<file path="src/rtl/keccak_sponge_ctrl.sv">
// Absorb sequencer: packs 64-bit message lanes into rate blocks, applies pad10*1 with a domain byte, and hands each block to the permutation core.
// Latency: last accepted lane -> blk_valid is 1 cycle (full block) or 2 cycles (through PAD); core_done -> msg_done is 1 cycle.
// Backpressure: s_ready is high only while filling, so the lane stream stalls during issue and permutation; blk_data/blk_last are held until blk_ready.
module keccak_sponge_ctrl #(
    parameter int         WIDTH      = 64,
    parameter int         RATE_LANES = 17,
    parameter logic [7:0] DS         = 8'h06
) (
    input  logic                       clk,
    input  logic                       nrst,
    input  logic [WIDTH-1:0]           s_data,
    input  logic                       s_valid,
    input  logic                       s_last,
    input  logic [3:0]                 s_nbytes,
    output logic                       s_ready,
    output logic [0:4][0:4][WIDTH-1:0] blk_data,
    output logic                       blk_valid,
    output logic                       blk_last,
    input  logic                       blk_ready,
    input  logic                       core_done,
    output logic                       msg_done,
    output logic [15:0]                blk_cnt
);

    // Rate size in bytes and lane counter width (counter must reach RATE_LANES).
    localparam int RATE_B = 8 * RATE_LANES;
    localparam int CW     = $clog2(RATE_LANES + 1);

    localparam logic [CW-1:0]    TOP_IDX = CW'(RATE_LANES - 1);
    localparam logic [WIDTH-1:0] ZERO    = '0;
    localparam logic [WIDTH-1:0] DS_LANE = WIDTH'(DS);
    localparam logic [WIDTH-1:0] TOP_BIT = {1'b1, {(WIDTH-1){1'b0}}};

    typedef enum logic [2:0] {
        ST_IDLE,
        ST_FILL,
        ST_PAD,
        ST_ISSUE,
        ST_WAIT,
        ST_DONE
    } state_t;

    state_t state;
    state_t state_nxt;

    // Rate portion of the block under construction; capacity lanes are never stored.
    logic [WIDTH-1:0] lanes   [RATE_LANES];
    // Same block with the tail of the final lane masked and padding applied.
    logic [WIDTH-1:0] padded  [RATE_LANES];
    // Pad-only block used when the message ends exactly on a rate boundary.
    logic [WIDTH-1:0] ovf_blk [RATE_LANES];

    logic [CW-1:0] lane_cnt;
    logic [3:0]    nb_q;      // valid bytes in the final lane, saturated to 8
    logic          last_q;    // block in flight is the final one
    logic          ovf_q;     // a pad-only block still has to follow

    // Position of the final lane and of the first pad byte, as plain integers.
    int  last_idx;
    int  nb_int;
    int  pad_pos;
    logic pad_fits;

    assign last_idx = int'(lane_cnt) - 1;
    assign nb_int   = int'(nb_q);
    assign pad_pos  = 8 * last_idx + nb_int;
    assign pad_fits = (pad_pos < RATE_B);

    // Byte-wise padding network: every byte decides independently whether it keeps
    // message data and whether it receives the domain byte and/or the closing 0x80.
    for (genvar i = 0; i < RATE_LANES; i++) begin : g_lane
        for (genvar k = 0; k < 8; k++) begin : g_byte
            localparam int BIDX = 8 * i + k;
            logic       keep;
            logic [7:0] ds_x;
            logic [7:0] end_x;
            assign keep  = (i < last_idx) || ((i == last_idx) && (k < nb_int));
            assign ds_x  = (pad_fits && (BIDX == pad_pos)) ? DS : 8'h00;
            assign end_x = (pad_fits && (BIDX == RATE_B - 1)) ? 8'h80 : 8'h00;
            assign padded[i][8*k +: 8] = (keep ? lanes[i][8*k +: 8] : 8'h00) ^ ds_x ^ end_x;
        end
        assign ovf_blk[i] = ((i == 0) ? DS_LANE : ZERO) |
                            ((i == RATE_LANES - 1) ? TOP_BIT : ZERO);
    end

    // Lane i sits at blk_data[i%5][i/5]; capacity lanes are tied to zero.
    for (genvar i = 0; i < 25; i++) begin : g_map
        if (i < RATE_LANES) begin : g_rate
            assign blk_data[i % 5][i / 5] = lanes[i];
        end else begin : g_cap
            assign blk_data[i % 5][i / 5] = ZERO;
        end
    end

    // State register.
    always_ff @(posedge clk or negedge nrst) begin
        if (!nrst) begin
            state <= ST_IDLE;
        end else begin
            state <= state_nxt;
        end
    end

    // Next-state decode and handshake outputs.
    always_comb begin
        state_nxt = state;
        s_ready   = 1'b0;
        blk_valid = 1'b0;
        blk_last  = 1'b0;
        msg_done  = 1'b0;
        case (state)
            ST_IDLE: begin
                state_nxt = ST_FILL;
            end
            ST_FILL: begin
                s_ready = 1'b1;
                if (s_valid) begin
                    if (s_last) begin
                        state_nxt = ST_PAD;
                    end else if (lane_cnt == TOP_IDX) begin
                        state_nxt = ST_ISSUE;
                    end
                end
            end
            ST_PAD: begin
                state_nxt = ST_ISSUE;
            end
            ST_ISSUE: begin
                blk_valid = 1'b1;
                blk_last  = last_q;
                if (blk_ready) begin
                    state_nxt = ST_WAIT;
                end
            end
            ST_WAIT: begin
                if (core_done) begin
                    if (ovf_q) begin
                        state_nxt = ST_ISSUE;
                    end else if (last_q) begin
                        state_nxt = ST_DONE;
                    end else begin
                        state_nxt = ST_FILL;
                    end
                end
            end
            ST_DONE: begin
                msg_done  = 1'b1;
                state_nxt = ST_IDLE;
            end
            default: begin
                state_nxt = ST_IDLE;
            end
        endcase
    end

    // Block buffer, lane counter, flags and block counter, all driven by the current state.
    always_ff @(posedge clk or negedge nrst) begin
        if (!nrst) begin
            lanes    <= '{default: '0};
            lane_cnt <= '0;
            nb_q     <= '0;
            last_q   <= 1'b0;
            ovf_q    <= 1'b0;
            blk_cnt  <= '0;
        end else begin
            case (state)
                ST_IDLE: begin
                    lanes    <= '{default: '0};
                    lane_cnt <= '0;
                    last_q   <= 1'b0;
                    ovf_q    <= 1'b0;
                    blk_cnt  <= '0;
                end
                ST_FILL: begin
                    if (s_valid) begin
                        lanes[lane_cnt] <= s_data;
                        lane_cnt        <= lane_cnt + CW'(1);
                        if (s_last) begin
                            nb_q <= (s_nbytes > 4'd8) ? 4'd8 : s_nbytes;
                        end
                    end
                end
                ST_PAD: begin
                    // A full final lane in the top rate slot leaves no room for padding:
                    // ship the data block as non-final and owe a pad-only block.
                    lanes  <= padded;
                    last_q <= pad_fits;
                    ovf_q  <= !pad_fits;
                end
                ST_ISSUE: begin
                    if (blk_ready) begin
                        blk_cnt <= blk_cnt + 16'd1;
                    end
                end
                ST_WAIT: begin
                    if (core_done) begin
                        lane_cnt <= '0;
                        if (ovf_q) begin
                            lanes  <= ovf_blk;
                            ovf_q  <= 1'b0;
                            last_q <= 1'b1;
                        end else begin
                            lanes <= '{default: '0};
                        end
                    end
                end
                default: begin
                end
            endcase
        end
    end

endmodule

</file>
<file path="config.mk">
export PLATFORM = sky130hd
export DESIGN_NAME = keccak_sponge_ctrl
export DESIGN_NICKNAME = d
export VERILOG_FILES = /design/src/rtl/keccak_sponge_ctrl.sv
export SDC_FILE = /design/constraint.sdc
export NUM_CORES = 2
export LEC_CHECK = 0
export ABC_AREA = 1
export CORE_AREA = 8 8 654 656
export DETAILED_ROUTE_END_ITERATION = 8
export DIE_AREA = 0 0 662 664
export PLACE_DENSITY = 0.32
export SLEW_MARGIN = 20
export SYNTH_ARGS = -nofsm -noshare
export SYNTH_HDL_FRONTEND = slang
export SYNTH_SLANG_ARGS = --single-unit
export TNS_END_PERCENT = 10
</file>
<file path="constraint.sdc">
create_clock -name clk -period 8.5 [get_ports clk]
set_input_delay 1.7 -clock clk [delete_from_list [all_inputs] [get_ports clk]]
set_output_delay 1.7 -clock clk [all_outputs]
set_load 0.05 [all_outputs]
</file>
# Word-level counts from Yosys, hierarchy flattened
# Index checks and enable logic that the tools add are counted.
# Widths: inputs -> output; s select.
dict set report classes {
  add_sub_neg 4
  n_lt_le_gt_ge 29
  n_eq_ne 162
  muxes 303
  bitwise 138
  reduce_logical 424
}
# op count
set ops {}
lappend ops {{$pmux 1088 s4} 1}
lappend ops {{$mux 1088} 2}
lappend ops {{$mux 8} 137}
lappend ops {{$bwmux 1088} 1}
lappend ops {{$xor 8x3->8} 136}
lappend ops {{$mux 1027} 1}
lappend ops {{$eq 8x10->1 const A} 64}
lappend ops {{$mux 3} 143}
lappend ops {{$demux 64 s5} 1}
lappend ops {{$eq 7x10->1 const A} 32}
lappend ops {{$logic_and 1x1->1} 273}
lappend ops {{$eq 6x10->1 const A} 16}
lappend ops {{$logic_or 1x1->1} 136}
lappend ops {{$eq 5x10->1 const A} 8}
lappend ops {{$eq 9x10->1 const A} 8}
lappend ops {{$logic_not 32->1} 2}
lappend ops {{$mux 64} 1}
lappend ops {{$eq 5x6->1 const A} 8}
lappend ops {{$lt 5x6->1 const A} 8}
lappend ops {{$eq 4x10->1 const A} 4}
lappend ops {{$pmux 16 s2} 1}
lappend ops {{$eq 4x6->1 const A} 4}
lappend ops {{$lt 4x6->1 const A} 4}
lappend ops {{$eq 3x10->1 const A} 2}
lappend ops {{42 further kinds} 67}
dict set report totals {
  reg_bits 1118
  in_bits 74
  out_inout_bits 1620
  word_cells 1083
}

# Longest topological paths before layout
dict set report logic_depth {
  depth_word 8
  ltp_mapped 21
  depth_no_buf 19
}

# Least setup slack after synthesis
# OpenSTA, ideal clock, no wires.
dict set report synth_timing {
  kind {register to output}
  from {register state[1]}
  to {output blk_last}
  arrival_time_ns 2.112
  t_required_ns 6.800
  slack_ns 4.688
  stages_incl_launch_ff 5
  path_buffers 0
  path_cell_list {dfrtp_1 nand2_1 nor2_1 inv_1 nor2_1}
}
dict set report synth_via {
  elab_chain_cells 2
}
# item line_no
set synth_rtl {}
lappend synth_rtl {{start: declaration} 43} ;# state_t state;
lappend synth_rtl {{start signal: assignment} 100} ;# state <= state_nxt;
lappend synth_rtl {{$eq 3x2->1} 111} ;# case (state)
lappend synth_rtl {{$mux 1} 111}
lappend synth_rtl {{end: declaration} 18} ;# output logic blk_last,
# Every way passes these cells.

# Worst setup path in the final report
dict set report layout_timing {
  from {register lane_cnt[0]}
  to {register lanes, in the netlist blk_data[557]}
}
dict set report layout_via {
  elab_chain_cells 8
  word_cells_on_any_way 16
  classes_between {add/sub (1); order compare (3); eq/ne (1); mux (6); bitwise (2); reduce/logical (3)}
}
# item line_no
set layout_rtl {}
lappend layout_rtl {{start: declaration} 53} ;# logic [CW-1:0] lane_cnt;
lappend layout_rtl {{start signal: assignment} 177} ;# lane_cnt <= lane_cnt + CW'(1);
lappend layout_rtl {{parallel branches: the longest is 7 deep, another holds $sub 5x1->6} --}
lappend layout_rtl {{$pmux 1088 s4 *} 166} ;# case (state)
lappend layout_rtl {{end signal: indexed assignment} 176} ;# lanes[lane_cnt] <= s_data;
lappend layout_rtl {{end signal: assignment} 186} ;# lanes <= padded;
lappend layout_rtl {{end signal: assignment} 199} ;# lanes <= ovf_blk;
lappend layout_rtl {{end: declaration} 47} ;# logic [WIDTH-1:0] lanes [RATE_LANES];
# Every way passes the cells marked *. The select of a mux whose other input is x is not followed.
# A chain may end at the register's enable or synchronous reset.

==> results.yml <==
synth:
  yosysTopAreaCell: "dfrtp_1"
  synth_top_area_share_pct: 41.4
  synth.area.top_cells: "dfrtp_1, nand2_1, o21ai_0, buf_4, inv_1"
  netlist_instances: 9529
  ys_types: 45
  ys_ff_latch: 1118
  avgSynthCellArea_um2: 7.09
  syn_area_mm2: 0.0675
  yosysWarnings: 0
  synth-seq-area-share_pct: 41.4
timing:
  hold_slack_ns: 0.500
  setup_violations: 0
  hold_viol: 0
  drv_slew: 0
  worstMarginPinSlew_ns: 1.17
  slew_headroom_pct: 21.2
  grt_setup_unrepaired: "no"
  fin_worst_skew_ns: 0.0601
  finalCriticalPeriod_ns: 6.03
  period_share_pct: 71.0
  clock.fmax_mhz: 166
  finalSetupTns_ns: 0
power:
  vdd_drop_max_uv: 424
  power_mw: 34.3
  p_per_area_mw_per_mm2: 384
  p_leak_nw: 40.4
place:
  hpwlAfterDp_mm: 366
  placed_area_mm2: 0.0839
  gp_congestion: 0.835
  placed_cells: 15800
  port_buffers: 1181
cts:
  htreeDepth: 4
  clk_pin_slew_ns: 0.06
  cts_tree: "built"
  cts_buffers: 166
  clkLatencyLatePin_ns: 0.87
  postCtsHoldBufs: 0
  cts_resized: 0
  clockBufferDepth: 4
  cts_sinks: 1118
  cts_setup_buffers: 0
  clock-root-buffer: "clkbuf_16"
job:
  maxCapViolations: 0
die:
  fp-row-count: 238
  fp.dieW_um: 662
  die_h_um: 664
  coreArea_mm2: 0.418
  die_area_mm2: 0.440
  start_util_pct: 16.2
  io_pins: 1694
setup_path:
  required_ns: 9.15
  crit_chain: "inv_1, ha_1, inv_2, nor2_8, nand3_2, nand2_2, nand2_2, inv_2, nor2_2, nand2_2, nand2_1, nand2_1, nand2_1, nor2_4, buf_4, nand2_1, o21ai_1, nor2_1"
  endpoint_kind: "register"
  crit_buf_inv: 4
  slowest_delay_ns: 0.79
  critPathArrivalTime_ns: 6.69
  crit_path_max_fanout: 68
  startpoint_type: "register"
  worstSetupPathType: "register to register"
  crit_path_top_delay_cell: "nand3_2"
  cpMostUsedCell: "nand2_1"
  crit_family: "simple AND/OR/NAND/NOR gates"
final_layout:
  drive_above_1_share_pct: 6.06
  post-route-cell-area_mm2: 0.0892
  multi_input_area_mm2: 0.0317
  mostFrequentLayoutCell: "nand2_1"
  area_growth_pct: 32.2
  instances_no_fill: 16100
  seq_area_mm2: 0.0280
  num-nets-final: 10500
  layout_common_cells: "nand2_1, clkdlybuf4s50_1, dfrtp_1, inv_1, o21ai_0"
  fill_cells: 46400
routing:
  drt_iter0_drc: 6936
  dr.pass1.iters: 6
  routed_wirelength_mm: 490
  wl_per_cell_um: 30.4
  vias_per_cell: 4.42
  vias: 71200
  drcViolationCount: 0
  detail-route-antenna-nets: 0
grt:
  grt_util_all_layers_pct: 21.1
  grt-ovfl-total: 0
  grt_pass1_wl_mm: 637
  grt_antenna_before_repair: 62
  grt_max_degree: 190
  grt_pass1_vias: 66000
min_path:
  hp-class: "register to register"
run_status:
  status: "completed"
==> metrics by stage <==
stage	setup slack [ns]	util, %
finish	2.47	21.4
global route	1.97	21.4
CTS	2.44	21.4
floorplan	4.69	-
global placement	2.64	20.1
detailed placement	2.49	20.1
==> metal layers <==
metal | up-vias | wire length [um] | global-route usage, %
li1 | 32100 | - | -
met1 | 35300 | 188000 | 24.7
met2 | 3173 | 240000 | 36.8
met3 | 581 | 37800 | 4.90
met4 | 2 | 23800 | 8.86
met5 | - | 12 | 0
==> cell usage after synthesis (all sizes together) <==
library cell,count
dfrtp,1118
nor4,1
o21bai,49
clkbuf,439
ha,9
or2,3
xor2,1
nand3b,17
nor4b,1
nand2,2690
o21a,1
a211oi,32
buf,727
conb,1
o31ai,1
a21boi,16
nor3b,4
a21oi,631
nor2,534
and3,1
inv,995
nand3,540
clkinv,18
o22ai,233
o2111ai,192
o21ai,992
nor3,13
o211ai,81
nand4,189
==> layout make-up <==
class	instances	area share [%]
Antenna cell	7	0.0196
Clock buffer	240	5.35
Clock inverter	40	0.558
Inverter	1013	4.29
Multi-Input combinational cell	6743	35.5
Sequential cell	1118	31.3
Tap cell	5520	7.74
Timing Repair Buffer	1404	15.2
==> state kept, by name (all words and copies together), names as in the netlist <==
register	flops
blk_data	1088
last_q	1
nb_q	4
blk_cnt	16
state	3
lane_cnt	5
ovf_q	1
==> cell families (layout without fill, tap and decap cells) <==
family | count (synthesis) | in the layout | synth area share (%)
and+or+nand+nor | 3993 | 3993 | 24.3
AOI/OAI and AO/OA | 2228 | 2228 | 18.7
buffers and inverters | 2179 | 2697 | 15.4
DFF | 1118 | 1118 | 41.4
adders and majority gates | 9 | 9 | 0.167
other | 1 | 519 | 0.00555
xor gates and xnor gates | 1 | 1 | 0.0130
==> worst paths after layout <==
| kind | start | endpoint | slack, ns | depth (start not counted) |
|---|---|---|---|---|
| max reg2reg | lane_cnt[0] | blk_data[557] | 2.47 | 18 |
| min | last_q | last_q | 0.50 | 2 |
| min in group asynchronous | nrst | blk_data[871] | 0.79 | 1 |
| min reg2reg | last_q | last_q | 0.50 | 2 |
| max in group asynchronous | nrst | blk_data[1253] | 5.74 | 3 |
| max | lane_cnt[0] | blk_data[557] | 2.47 | 18 |
==> report_power, final <==
part	switching (mW)	leakage [nW]	internal, mW
combinational	16.7	22.4	3.92
sequential	0.559	15.4	6.01
clock	2.97	2.59	4.10
==> tightest hold or removal path: stages (launching register included) <==
cell	delay, ns
dfrtp_1	0.35
nand2_1	0.05
o21ai_0	0.06
No activity file was read; power rests on OpenSTA's default activity.
